File: config.mk
export PLATFORM = sky130hd
export DESIGN_NAME = cga_fetch_seq
export DESIGN_NICKNAME = d
export VERILOG_FILES = /design/src/rtl/cga_fetch_seq.sv
export SDC_FILE = /design/constraint.sdc
export NUM_CORES = 1
export LEC_CHECK = 0
export BUFFER_PORTS_ARGS = -buffer_cell sky130_fd_sc_hd__buf_2
export CAP_MARGIN = 20
export CORE_UTILIZATION = 55
export CTS_BUF_LIST = sky130_fd_sc_hd__clkbuf_8
export DETAILED_ROUTE_END_ITERATION = 8
export PLACE_DENSITY = 0.81
export SLEW_MARGIN = 0
export SYNTH_ARGS = -nofsm -noshare
export SYNTH_HDL_FRONTEND = slang
export SYNTH_SLANG_ARGS = --single-unit
File: constraint.sdc
create_clock -name clk -period 6.7 [get_ports clk]
set_clock_uncertainty 0.05 [all_clocks]
set_input_delay 0.67 -clock clk [delete_from_list [all_inputs] [get_ports clk]]
set_output_delay 0.67 -clock clk [all_outputs]
set_load 0.02 [all_outputs]
File: src/rtl/cga_fetch_seq.sv
// ---------------------------------------------------------------------------
// cga_fetch_seq
//
// Character-slot sequencer for a CGA-style display controller. A free-running
// 5-bit count (clk_seq) is divided into 16 slot phases. In high-res timing each
// phase lasts one clk, so one character takes 16 clk. In low-res timing each
// phase lasts two clk, so one character takes 32 clk. Display fetch strobes are
// issued on the first clk of fixed phases. The CPU gets the VRAM bus for a
// 4-clk window that starts on the first clk of phase 8. This window never
// meets the display fetch window at phases 1..5.
//
// Ports
//   clk            in   pixel clock, rising edge active
//   reset_n        in   asynchronous active-low reset
//   hres_mode      in   high-res timing request (sampled at clk_seq==31)
//   video_enabled  in   display fetch enable
//   cpu_req        in   one-cycle ISA VRAM access request
//   clk_seq        out  [4:0] free-running sequence count
//   crtc_clk       out  character-clock enable to CRTC (phase 15)
//   vram_read      out  VRAM output-enable for display fetch (phases 1..5)
//   vram_read_char out  character byte latch strobe (phase 2)
//   vram_read_att  out  attribute byte latch strobe (phase 4)
//   charrom_read   out  character ROM lookup strobe (phase 6)
//   disp_pipeline  out  attribute/cursor pipeline advance (phase 14)
//   cpu_sel        out  VRAM address/data mux owned by the CPU
//   cpu_wait       out  ISA wait while a request is outstanding
//   cpu_done       out  last cycle of the CPU slot
//
// Every output is a flop. The next value of each output is decoded from the
// next values of the sequence count, the effective mode and the arbiter
// state. This keeps each registered output aligned with the clk_seq value
// that it belongs to.
// ---------------------------------------------------------------------------
module cga_fetch_seq (
  input  logic       clk,
  input  logic       reset_n,
  input  logic       hres_mode,
  input  logic       video_enabled,
  input  logic       cpu_req,
  output logic [4:0] clk_seq,
  output logic       crtc_clk,
  output logic       vram_read,
  output logic       vram_read_char,
  output logic       vram_read_att,
  output logic       charrom_read,
  output logic       disp_pipeline,
  output logic       cpu_sel,
  output logic       cpu_wait,
  output logic       cpu_done
);

  typedef enum logic [1:0] {
    ARB_IDLE   = 2'd0,
    ARB_PEND   = 2'd1,
    ARB_ACCESS = 2'd2
  } arb_state_t;

  // Slot phases used by the sequencer
  localparam logic [3:0] PH_CHAR    = 4'd2;
  localparam logic [3:0] PH_ATT     = 4'd4;
  localparam logic [3:0] PH_CHARROM = 4'd6;
  localparam logic [3:0] PH_CPU     = 4'd8;
  localparam logic [3:0] PH_DISP    = 4'd14;
  localparam logic [3:0] PH_CRTC    = 4'd15;
  localparam logic [3:0] PH_RD_LO   = 4'd1;
  localparam logic [3:0] PH_RD_HI   = 4'd5;

  // Slot phase for a given count and mode. In low-res each phase spans two
  // counts.
  function automatic logic [3:0] phase_of(input logic [4:0] seq, input logic hres);
    phase_of = hres ? seq[3:0] : seq[4:1];
  endfunction

  // In high-res every count is a phase start. In low-res only even counts are.
  function automatic logic phase_start(input logic [4:0] seq, input logic hres);
    phase_start = hres | ~seq[0];
  endfunction

  logic [4:0]  clk_seq_r;
  logic        hres_eff_r;
  arb_state_t  state_r;
  logic [1:0]  acc_cnt_r;

  logic        crtc_clk_r;
  logic        vram_read_r;
  logic        vram_read_char_r;
  logic        vram_read_att_r;
  logic        charrom_read_r;
  logic        disp_pipeline_r;
  logic        cpu_sel_r;
  logic        cpu_wait_r;
  logic        cpu_done_r;

  logic [4:0]  seq_nxt_s;
  logic        hres_nxt_s;
  logic [3:0]  ph_nxt_s;
  logic        first_nxt_s;
  arb_state_t  state_nxt_s;
  logic [1:0]  acc_cnt_nxt_s;

  // Next count and effective mode. The mode can only change across the 31->0
  // wrap, so a character is never split between two timings.
  always_comb begin
    seq_nxt_s   = clk_seq_r + 5'd1;
    hres_nxt_s  = hres_eff_r;
    if (clk_seq_r == 5'd31) begin
      hres_nxt_s = hres_mode;
    end else begin
      hres_nxt_s = hres_eff_r;
    end
    ph_nxt_s    = phase_of(seq_nxt_s, hres_nxt_s);
    first_nxt_s = phase_start(seq_nxt_s, hres_nxt_s);
  end

  // CPU arbiter next state. A grant is issued so that the first ACCESS cycle
  // is the first clk of phase 8, or right away when display fetch is off.
  // Requests that arrive outside IDLE are dropped, because the ISA cycle is
  // held by cpu_wait.
  always_comb begin
    state_nxt_s   = state_r;
    acc_cnt_nxt_s = acc_cnt_r;
    case (state_r)
      ARB_IDLE: begin
        if (cpu_req) begin
          state_nxt_s = ARB_PEND;
        end else begin
          state_nxt_s = ARB_IDLE;
        end
        acc_cnt_nxt_s = 2'd0;
      end
      ARB_PEND: begin
        if (!video_enabled || (first_nxt_s && (ph_nxt_s == PH_CPU))) begin
          state_nxt_s   = ARB_ACCESS;
          acc_cnt_nxt_s = 2'd0;
        end else begin
          state_nxt_s   = ARB_PEND;
          acc_cnt_nxt_s = 2'd0;
        end
      end
      ARB_ACCESS: begin
        if (acc_cnt_r == 2'd3) begin
          state_nxt_s   = ARB_IDLE;
          acc_cnt_nxt_s = 2'd0;
        end else begin
          state_nxt_s   = ARB_ACCESS;
          acc_cnt_nxt_s = acc_cnt_r + 2'd1;
        end
      end
      default: begin
        state_nxt_s   = ARB_IDLE;
        acc_cnt_nxt_s = 2'd0;
      end
    endcase
  end

  // Sequence count, effective mode and arbiter state registers
  always_ff @(posedge clk or negedge reset_n) begin
    if (!reset_n) begin
      clk_seq_r  <= 5'd0;
      hres_eff_r <= 1'b0;
      state_r    <= ARB_IDLE;
      acc_cnt_r  <= 2'd0;
    end else begin
      clk_seq_r  <= seq_nxt_s;
      hres_eff_r <= hres_nxt_s;
      state_r    <= state_nxt_s;
      acc_cnt_r  <= acc_cnt_nxt_s;
    end
  end

  // Registered strobes and CPU handshake outputs. Each one is decoded from the
  // next-cycle values, so it appears together with the clk_seq it belongs to.
  // vram_read is also held low while display fetch is off or the CPU owns
  // the bus. This keeps the two VRAM bus masters exclusive even when
  // video_enabled changes in the middle of a slot.
  always_ff @(posedge clk or negedge reset_n) begin
    if (!reset_n) begin
      crtc_clk_r       <= 1'b0;
      vram_read_r      <= 1'b0;
      vram_read_char_r <= 1'b0;
      vram_read_att_r  <= 1'b0;
      charrom_read_r   <= 1'b0;
      disp_pipeline_r  <= 1'b0;
      cpu_sel_r        <= 1'b0;
      cpu_wait_r       <= 1'b0;
      cpu_done_r       <= 1'b0;
    end else begin
      crtc_clk_r       <= first_nxt_s && (ph_nxt_s == PH_CRTC);
      vram_read_r      <= video_enabled && (state_nxt_s != ARB_ACCESS) &&
                          (ph_nxt_s >= PH_RD_LO) && (ph_nxt_s <= PH_RD_HI);
      vram_read_char_r <= video_enabled && first_nxt_s && (ph_nxt_s == PH_CHAR);
      vram_read_att_r  <= video_enabled && first_nxt_s && (ph_nxt_s == PH_ATT);
      charrom_read_r   <= first_nxt_s && (ph_nxt_s == PH_CHARROM);
      disp_pipeline_r  <= first_nxt_s && (ph_nxt_s == PH_DISP);
      cpu_sel_r        <= (state_nxt_s == ARB_ACCESS);
      cpu_wait_r       <= (state_nxt_s != ARB_IDLE);
      cpu_done_r       <= (state_nxt_s == ARB_ACCESS) && (acc_cnt_nxt_s == 2'd3);
    end
  end

  assign clk_seq        = clk_seq_r;
  assign crtc_clk       = crtc_clk_r;
  assign vram_read      = vram_read_r;
  assign vram_read_char = vram_read_char_r;
  assign vram_read_att  = vram_read_att_r;
  assign charrom_read   = charrom_read_r;
  assign disp_pipeline  = disp_pipeline_r;
  assign cpu_sel        = cpu_sel_r;
  assign cpu_wait       = cpu_wait_r;
  assign cpu_done       = cpu_done_r;

endmodule

After elaboration in Yosys (flattened, before gate mapping)
Cells that the tools add are included.

Output and inout port bits: 14. Input port bits: 5. Register bits: 19.

$add $sub $neg: 2. Bitwise gates (word level): 2. Equality and inequality tests: 13. Magnitude comparators: 2. Muxes and demuxes: 8. Reductions and logical operators: 15.

Operators with widths (count): $eq 4x4->1 const B (3); $logic_and 1x1->1 (11); $eq 2x2->1 const B (4); $eq 4x3->1 const B (2); $mux 2 (4); $pmux 2 s3 (1); $add 5x1->5 const B (1); $eq 5x5->1 const B (1); $eq 4x2->1 const B (1); $ge 4x1->1 const B (1); $le 4x3->1 const B (1); $mux 4 (1); $add 2x1->2 const B (1); $eq 2x1->1 const B (1); $logic_not 2->1 (1); $mux 1 (2); $ne 2x2->1 const B (1); $reduce_bool 2->1 (1); $logic_not 1->1 (1); $logic_or 1x1->1 (1); $not 1->1 (1); $or 1x1->1 (1).

Depth between registers and ports, before layout
Gate-level depths: netlist (run 1).

Depth after elaboration: 12. Gate-level depth with buffers: 9. Gate-level depth less buffers: 9.

Worst setup path before layout (run 1)
No wires, ideal clock.

Path type: reg2reg. Start: register clk_seq_r[0], in the netlist clk_seq[0]. End: register vram_read_r, in the netlist vram_read. Buffers on the path: 0. Data required time: 6539 ps. Stages on the path, launching flop included: 9. Period minus slack after synthesis: 2312 ps. Slack: 4388 ps. Setup time: 111 ps. Arrival time: 2151 ps. Path through: dfrtp_1 > ha_1 > and3_2 > ha_1 > mux2i_4 > inv_2 > nand2_1 > o21ai_0 > a2111oi_2.

Longest elaborated chain between the ends: 12. Elaborated cells on any way between the ends: 17.

RTL lines: start, declared (RTL line 79) `logic [4:0] clk_seq_r;`; start signal, assigned (RTL line 164) `clk_seq_r <= seq_nxt_s;`; $eq 5x5->1 * (RTL line 106) `if (clk_seq_r == 5'd31) begin`; $mux 1 * (RTL line 106); via hres_nxt_s (RTL line 95) `logic hres_nxt_s;`; $mux 4 (RTL line 71) `phase_of = hres ? seq[3:0] : seq[4:1];`; $eq 4x4->1 (RTL line 132) `if (!video_enabled || (first_nxt_s && (ph_nxt_s == PH_CPU))) begin`; $logic_and 1x1->1 (RTL line 132); $logic_or 1x1->1 (RTL line 132); $mux 2 (RTL line 132); $pmux 2 s3 (RTL line 122) `case (state_r)`; $ne 2x2->1 (RTL line 189) `vram_read_r <= video_enabled && (state_nxt_s != ARB_ACCESS) &&`; $logic_and 1x1->1 (2 in a row) (RTL line 189); $logic_and 1x1->1 * (RTL line 190) `(ph_nxt_s >= PH_RD_LO) && (ph_nxt_s <= PH_RD_HI);`; end signal, assigned (RTL line 189); end, declared (RTL line 85) `logic vram_read_r;`.

Mark *: on every way through the listed nets, which the timed path passes. The rest lies on a longest branch.

Worst setup path after layout (run 1)
Same ends and word-level chain as after synthesis.

==> results.toml, run 1 <==
[global_route]
grt_max_degree = 20
grt_pass1_wl_um = 2608
antenna_found_initial = 0
grt_pass1_vias = 572
gr-total-overflow = 0
grt_usage_pct = 20.32

[pwr]
seqPwrFrac_pct = 51.6
sw_frac_of_total_pct = 29.61
pwr-share-clk_pct = 27.9
p_total_mw = 0.2778
ir_drop_uv = 226.4
intPower_mw = 0.1955
comb_power_share_pct = 20.6
powerDensity_nw_per_um2 = 273.8
p_leak_nw = 0.5279
switching_power_mw = 0.08228

[flow_run]
cap_violations = 0

[worst_setup_path]
cpMostUsedCell = "ha_1"
slowest_stage = "dfrtp_1"
required_ps = 6790
crit_type = "reg -> reg"
ff2ff_path_depth = 8
r2r_setup_slack_ps = 4260
max_stage_delay_ps = 490
start_kind = "flop"
arrival_ps = 2530
path_max_fanout = 10
end_kind = "flop"
r2r_end = "vram_read"
r2r-start = "clk_seq[0]"
cp_cell_sequence = "ha_1 -> and3_2 -> ha_1 -> mux2i_4 -> inv_2 -> nand2_1 -> o21ai_0 -> a2111oi_2"

[timing]
fmax_ghz = 0.4097
hold_viol_final = 0
setup_viol = 0
drv_slew = 0
worst_hold_slack_ps = 284.6
rsz0062_at_grt = "false"
slew_headroom_pct = 68.41
finalCriticalPeriod_ps = 2441
tns_ps = 0
min_period_over_period_pct = 36.43
tightest_slew_ps = 473.4

[placement]
dp_hpwl_um = 1092
gp_congestion = 0.8771
placed_area_um2 = 968.4
io_buffer_count = 18

[drt]
drtIter0Drc = 23
viasPerCell = 5.593
drtPass1Iterations = 4
drc_errors = 0
ant_nets = 0
via_count = 632
avgRoutedWirePerCell_um = 13.39
drt_wl_total_um = 1513

[die]
io_pins = 19
die-area_um2 = 1725
design.core.area_um2 = 1383
rows = 13
initial_utilization_pct = 62.17
fp.dieH_um = 41.54
die_w_um = 41.54

[yosys]
syn_inst = 76
yosysUniqueCellTypes = 27
yosysWarnings = 0
syn_nets = 84
syn_area_per_cell_um2 = 11.31
ys_seq_area_share_pct = 55.31
ys_seq_elements = 19
netlist_area_um2 = 859.6

[clocking]
post_cts_resized = 0
cts_tree = "done"
cts.sinks = 19
htree_levels = 1
ctsHoldBuffers = 0
cts_buffers = 3
clk_root_buffer_cell = "clkbuf_8"
cts.path.max_buffers = 2
cts.reportedPaths.clkPinSlew_ps = 70
clkLatencyLatePin_ps = 250
post-cts-setup-buffer-count = 0

[cells_and_area]
num-nets-final = 107
drive_gt1_share_pct = 32.65
ff_latch_area_um2 = 475.5
antenna_cells = 0
final_cell_mix = "dfrtp_1 (19), buf_2 (18), nor2_1 (12), nand2_1 (7), nor3_1 (4)"
finalInstanceArea_um2 = 1015
final_common_cell = "dfrtp_1"
multi_input_area_um2 = 362.8
nFillCells = 92
areaGrowthSynthToFinish_pct = 18.05

[min_path]
min_path_type = "in -> async"

[outcome]
status = "completed"
-- logic make-up (layout without fill, tap and decap cells) --
kind of cell	count (synthesis)	after routing	synth area share, %
buffers and inverters	5	27	2.474
adder cells (fa/ha/maj)	3	3	4.367
flip-flops	19	19	55.31
multiplexers	2	2	3.784
XOR/XNOR	2	2	5.096
AO/OA/AOI/OAI	15	15	12.08
AND/OR/NAND/NOR	30	30	16.89
-- sequential cells by signal, summed over array words and instances, names as in the netlist --
| register | count |
|---|---|
| acc_cnt_r | 2 |
| charrom_read | 1 |
| clk_seq | 5 |
| cpu_done | 1 |
| cpu_sel | 1 |
| cpu_wait | 1 |
| crtc_clk | 1 |
| disp_pipeline | 1 |
| hres_eff_r | 1 |
| state_r | 2 |
| vram_read | 1 |
| vram_read_att | 1 |
| vram_read_char | 1 |
-- worst max-delay path: cells and delay by family (launching register included) --
family / cells / cell delay (ps)
DFF: 1 / 490
and+or+nand+nor: 2 / 320
muxes: 1 / 360
adders and majority gates: 2 / 470
buffers and inverters: 1 / 150
AOI/OAI and AO/OA: 2 / 500
-- per-stage QoR --
| step | util [%] | setup WS (ps) | std cells |
|---|---|---|---|
| after floorplan | - | 4388 | 76 |
| after global placement | 70.05 | 4442 | 109 |
| after detailed placement | 70.05 | 4295 | 109 |
| after CTS | 73.39 | 4260 | 113 |
| after global routing | 73.39 | 4144 | 113 |
| final | 73.39 | 4259 | 113 |
-- area by class of cell --
type                       count  share of cell area (%)
multi-input combinational     52                   35.76
inverter                       5                   2.096
clock buffer                   3                   4.069
timing repair buffer          18                   8.878
sequential                    19                   46.86
tap                           15                   1.850
clock inverter                 1                  0.4932
-- power by group through the flow --
stage | Combinational (mW) | Sequential [mW] | Clock, mW
floorplan | 0.0298 | 0.154 | 0
CTS | 0.0580 | 0.143 | 0.0803
detailed placement | 0.0573 | 0.145 | 0
finish | 0.0571 | 0.143 | 0.0775
global route | 0.0639 | 0.146 | 0.0845
global placement | 0.0556 | 0.145 | 0
-- synthesized netlist by cell type --
master,number,area (µm²)
dfrtp_1,19,475.5
nor2_1,12,45.04
nand2_1,7,26.28
nor3_1,4,20.02
a21oi_1,3,15.01
ha_1,3,37.54
inv_1,3,11.26
a211oi_1,2,15.01
a31oi_1,2,12.51
nand2b_1,2,12.51
o21ai_0,2,10.01
o21ai_1,2,10.01
a2111oi_1,1,10.01
a2111oi_2,1,15.01
a21o_1,1,7.510
and2_1,1,6.260
and3_2,1,7.510
inv_2,1,3.750
inv_4,1,6.260
mux2i_1,1,10.01
mux2i_4,1,22.52
nand3_2,1,10.01
nor2_4,1,11.26
nor4_1,1,6.260
o21ai_2,1,8.760
xor2_2,1,16.27
xor2_4,1,27.53
-- how the worst max path moves through the flow --
stage / from / cells after the start / slack [ps] / end
after floorplan: clk_seq[0] / 8 / 4390 / vram_read
after global placement: clk_seq[0] / 8 / 4440 / vram_read
after detailed placement: clk_seq[0] / 8 / 4290 / vram_read
after CTS: clk_seq[0] / 8 / 4260 / vram_read
after global routing: clk_seq[0] / 8 / 4140 / vram_read
final: clk_seq[0] / 8 / 4260 / vram_read
-- metal layers --
layer,share of wire (%),wire (µm),global-route usage [%]
met1,45,685,28.86
met2,45,674,28.75
met3,8.7,132,4.348
met4,1.3,20,11.61
met5,0,0,0
No activity file was read; power rests on OpenSTA's default activity.
==> run 2, diff against run 1 <==
--- a/config.mk
+++ b/config.mk
@@ -5,12 +5,13 @@
 export SDC_FILE = /design/constraint.sdc
 export NUM_CORES = 1
 export LEC_CHECK = 0
+export ABC_AREA = 1
 export BUFFER_PORTS_ARGS = -buffer_cell sky130_fd_sc_hd__buf_2
 export CAP_MARGIN = 20
-export CORE_UTILIZATION = 55
+export CORE_UTILIZATION = 54
 export CTS_BUF_LIST = sky130_fd_sc_hd__clkbuf_8
 export DETAILED_ROUTE_END_ITERATION = 8
-export PLACE_DENSITY = 0.81
+export PLACE_DENSITY = 0.79
 export SLEW_MARGIN = 0
 export SYNTH_ARGS = -nofsm -noshare
 export SYNTH_HDL_FRONTEND = slang
==> constraint.sdc (replaced) <==
create_clock -name clk -period 2.41 [get_ports clk]
set_clock_uncertainty 0.05 [all_clocks]
set_input_delay 0.241 -clock clk [delete_from_list [all_inputs] [get_ports clk]]
set_output_delay 0.241 -clock clk [all_outputs]
set_load 0.02 [all_outputs]
==> results.toml, run 2 <==
[cells_and_area]
final_common_cell = "nand2_1"
areaGrowthSynthToFinish_pct = 19.71
largest_reg_flops = 5
drive_gt1_share_pct = 28.46
ff_latch_area_um2 = 475.5
finalInstanceArea_um2 = 1049
multi_input_area_um2 = 344.1
antenna_cells = 0
final_cell_mix = "nand2_1 (25), dfrtp_1 (19), buf_2 (18), inv_1 (15), nor2_1 (9)"
final_cells = 139
nFillCells = 124
num-nets-final = 132

[yosys]
syn_nets = 107
netlist_area_um2 = 875.8
yosys.cell_count.top_type = "nand2_1"
synthTopCellsByArea = "dfrtp_1 (54%), nand2_1 (11%), inv_1 (6.0%)"
yosysWarnings = 0
syn_inst = 99
ys_seq_elements = 19
synth_top_family_by_area = "simple AND/OR/NAND/NOR gates"
synth-simple-area-share_pct = 33.86
synthAdderAreaFrac_pct = 4.286
synth_mux_area_share_pct = 0
synth_xor_area_share_pct = 0
synth_edf_count = 0
syn_area_per_cell_um2 = 8.847
ys.flop_type = "dfrtp_1"
yosysUniqueCellTypes = 16
yosysTopAreaCell = "dfrtp_1"
synth_top_area_share_pct = 54.29
synthTopCellsByCount = "nand2_1 (25), dfrtp_1 (19), inv_1 (14)"
async_flop_share_pct = 100.0
ys_seq_area_share_pct = 54.29
synth_compound_gate_area_share_pct = 1.143

[placement]
placed_area_um2 = 993.5
gp_congestion = 0.8172
placedCellCount = 134
pre_cts_slack_ps = 369.3
io_buffer_count = 18
dp_hpwl_um = 1116

[timing]
hold_viol_final = 0
rsz0062_at_grt = "false"
setup_viol = 0
slew_headroom_pct = 72.39
tightest_slew_ps = 414.2
min_period_over_period_pct = 85.24
setup_ws_ps = 355.7
tns_ps = 0
finalCriticalPeriod_ps = 2054
fmax_ghz = 0.4868
drv_slew = 0

[drt]
via_count = 699
drtPass1Iterations = 4
avgRoutedWirePerCell_um = 10.81
drtIter0Drc = 15
viasPerCell = 5.029
drt_wl_total_um = 1503
ant_nets = 0
drc_errors = 0

[global_route]
grt_pass1_wl_um = 2718
gr-total-overflow = 0
antenna_found_initial = 0
grt_max_degree = 20
grt_pass1_vias = 630
grt_usage_pct = 20.77

[worst_setup_path]
end_kind = "flop"
start_kind = "flop"
required_ps = 2500
path_max_fanout = 8
ff2ff_path_depth = 16
crit_type = "reg -> reg"
arrival_ps = 2140

[clocking]
post-cts-setup-buffer-count = 0
post_cts_resized = 0
clk_root_buffer_cell = "clkbuf_8"
cts.sinks = 19
cts_tree = "done"
cts.reportedPaths.clkPinSlew_ps = 70
cts_buffers = 3
clkLatencyLatePin_ps = 250
cts.path.max_buffers = 2
htree_levels = 1

[die]
initial_utilization_pct = 58.14
rows = 14
die_w_um = 42.28
die-area_um2 = 1787
io_pins = 19
fp.dieH_um = 42.28
design.core.area_um2 = 1506

[pwr]
sw_frac_of_total_pct = 30.90
ir_drop_uv = 497.5
intPower_mw = 0.5406
p_leak_nw = 0.5972
p_total_mw = 0.7824
pwr-share-clk_pct = 26.6
switching_power_mw = 0.2418
powerDensity_nw_per_um2 = 746.2
comb_power_share_pct = 23.0
seqPwrFrac_pct = 50.3

[flow_run]
cap_violations = 0

[outcome]
status = "completed"

[min_path]
min_path_type = "in -> reg"
min_path_cells = 3
==> run 2: worst paths after layout <==
| check | slack [ps] | start | endpoint |
|---|---|---|---|
| worst max register to register | 360 | clk_seq[1] | cpu_wait |
| worst max-delay path | 360 | clk_seq[1] | cpu_wait |
| min in group asynchronous | 400 | reset_n | clk_seq[3] |
| max in group asynchronous | 1620 | reset_n | clk_seq[0] |
| worst min register to register | 420 | acc_cnt_r[0] | acc_cnt_r[0] |
| worst min-delay path | 230 | video_enabled | vram_read |
==> run 2: critical path, stage by stage (launching register included) <==
cell     delay (ps)
dfrtp_1         420
ha_1            210
nand2_1          80
nor2_1           40
ha_1            210
inv_2            90
nand2_4          50
nand2_4          90
nand2_1          60
nand2_1         120
nand2_2          80
nor2_2          110
nand2_2          50
nand2_2          80
nand2_1          50
nand2_1          70
nand2_1          60
==> run 2: logic make-up (layout without fill, tap and decap cells) <==
kind of cell / Yosys count / count (layout)
buf+inv: 15 / 39
fa+ha+maj: 3 / 3
simple gates: 60 / 60
compound gates: 2 / 2
flops: 19 / 19
==> run 2: metal layers <==
layer	track usage (%)	up-vias	part of all wire (%)
met3	5.603	2	5.5
met2	31.69	22	47
met5	0	-	0
met4	9.375	0	0.60
li1	-	355	-
met1	27.75	320	46
==> run 2: area by class of cell <==
| class | instances | area share (%) |
|---|---|---|
| clock buffer | 3 | 3.938 |
| sequential | 19 | 45.35 |
| tap | 16 | 1.909 |
| clock inverter | 1 | 0.3580 |
| inverter | 15 | 5.370 |
| timing repair buffer | 20 | 10.26 |
| multi-input combinational | 65 | 32.82 |
==> run 2: per-stage QoR <==
step,util (%),hold slack (ps)
2_1_floorplan,-,-104.6
3_3_place_gp,65.95,140.2
3_5_place_dp,65.95,150.8
4_1_cts,69.60,230.0
5_1_grt,69.60,238.2
6_report,69.60,233.5
==> run 2: power by group through the flow <==
| stage | clock (mW) | combinational [mW] | sequential (mW) |
|---|---|---|---|
| 6_report | 0.208 | 0.180 | 0.394 |
| 5_1_grt | 0.232 | 0.208 | 0.399 |
| 4_1_cts | 0.217 | 0.182 | 0.394 |
| 3_5_place_dp | 0 | 0.182 | 0.400 |
| 3_3_place_gp | 0 | 0.175 | 0.397 |
| 2_1_floorplan | 0 | 0.102 | 0.424 |
==> run 2: what timing repair did <==
item,4_1_cts,5_1_grt
endpoints found under the setup margin,0,0
hold buffers,1,0
hold endpoints to repair,19,0
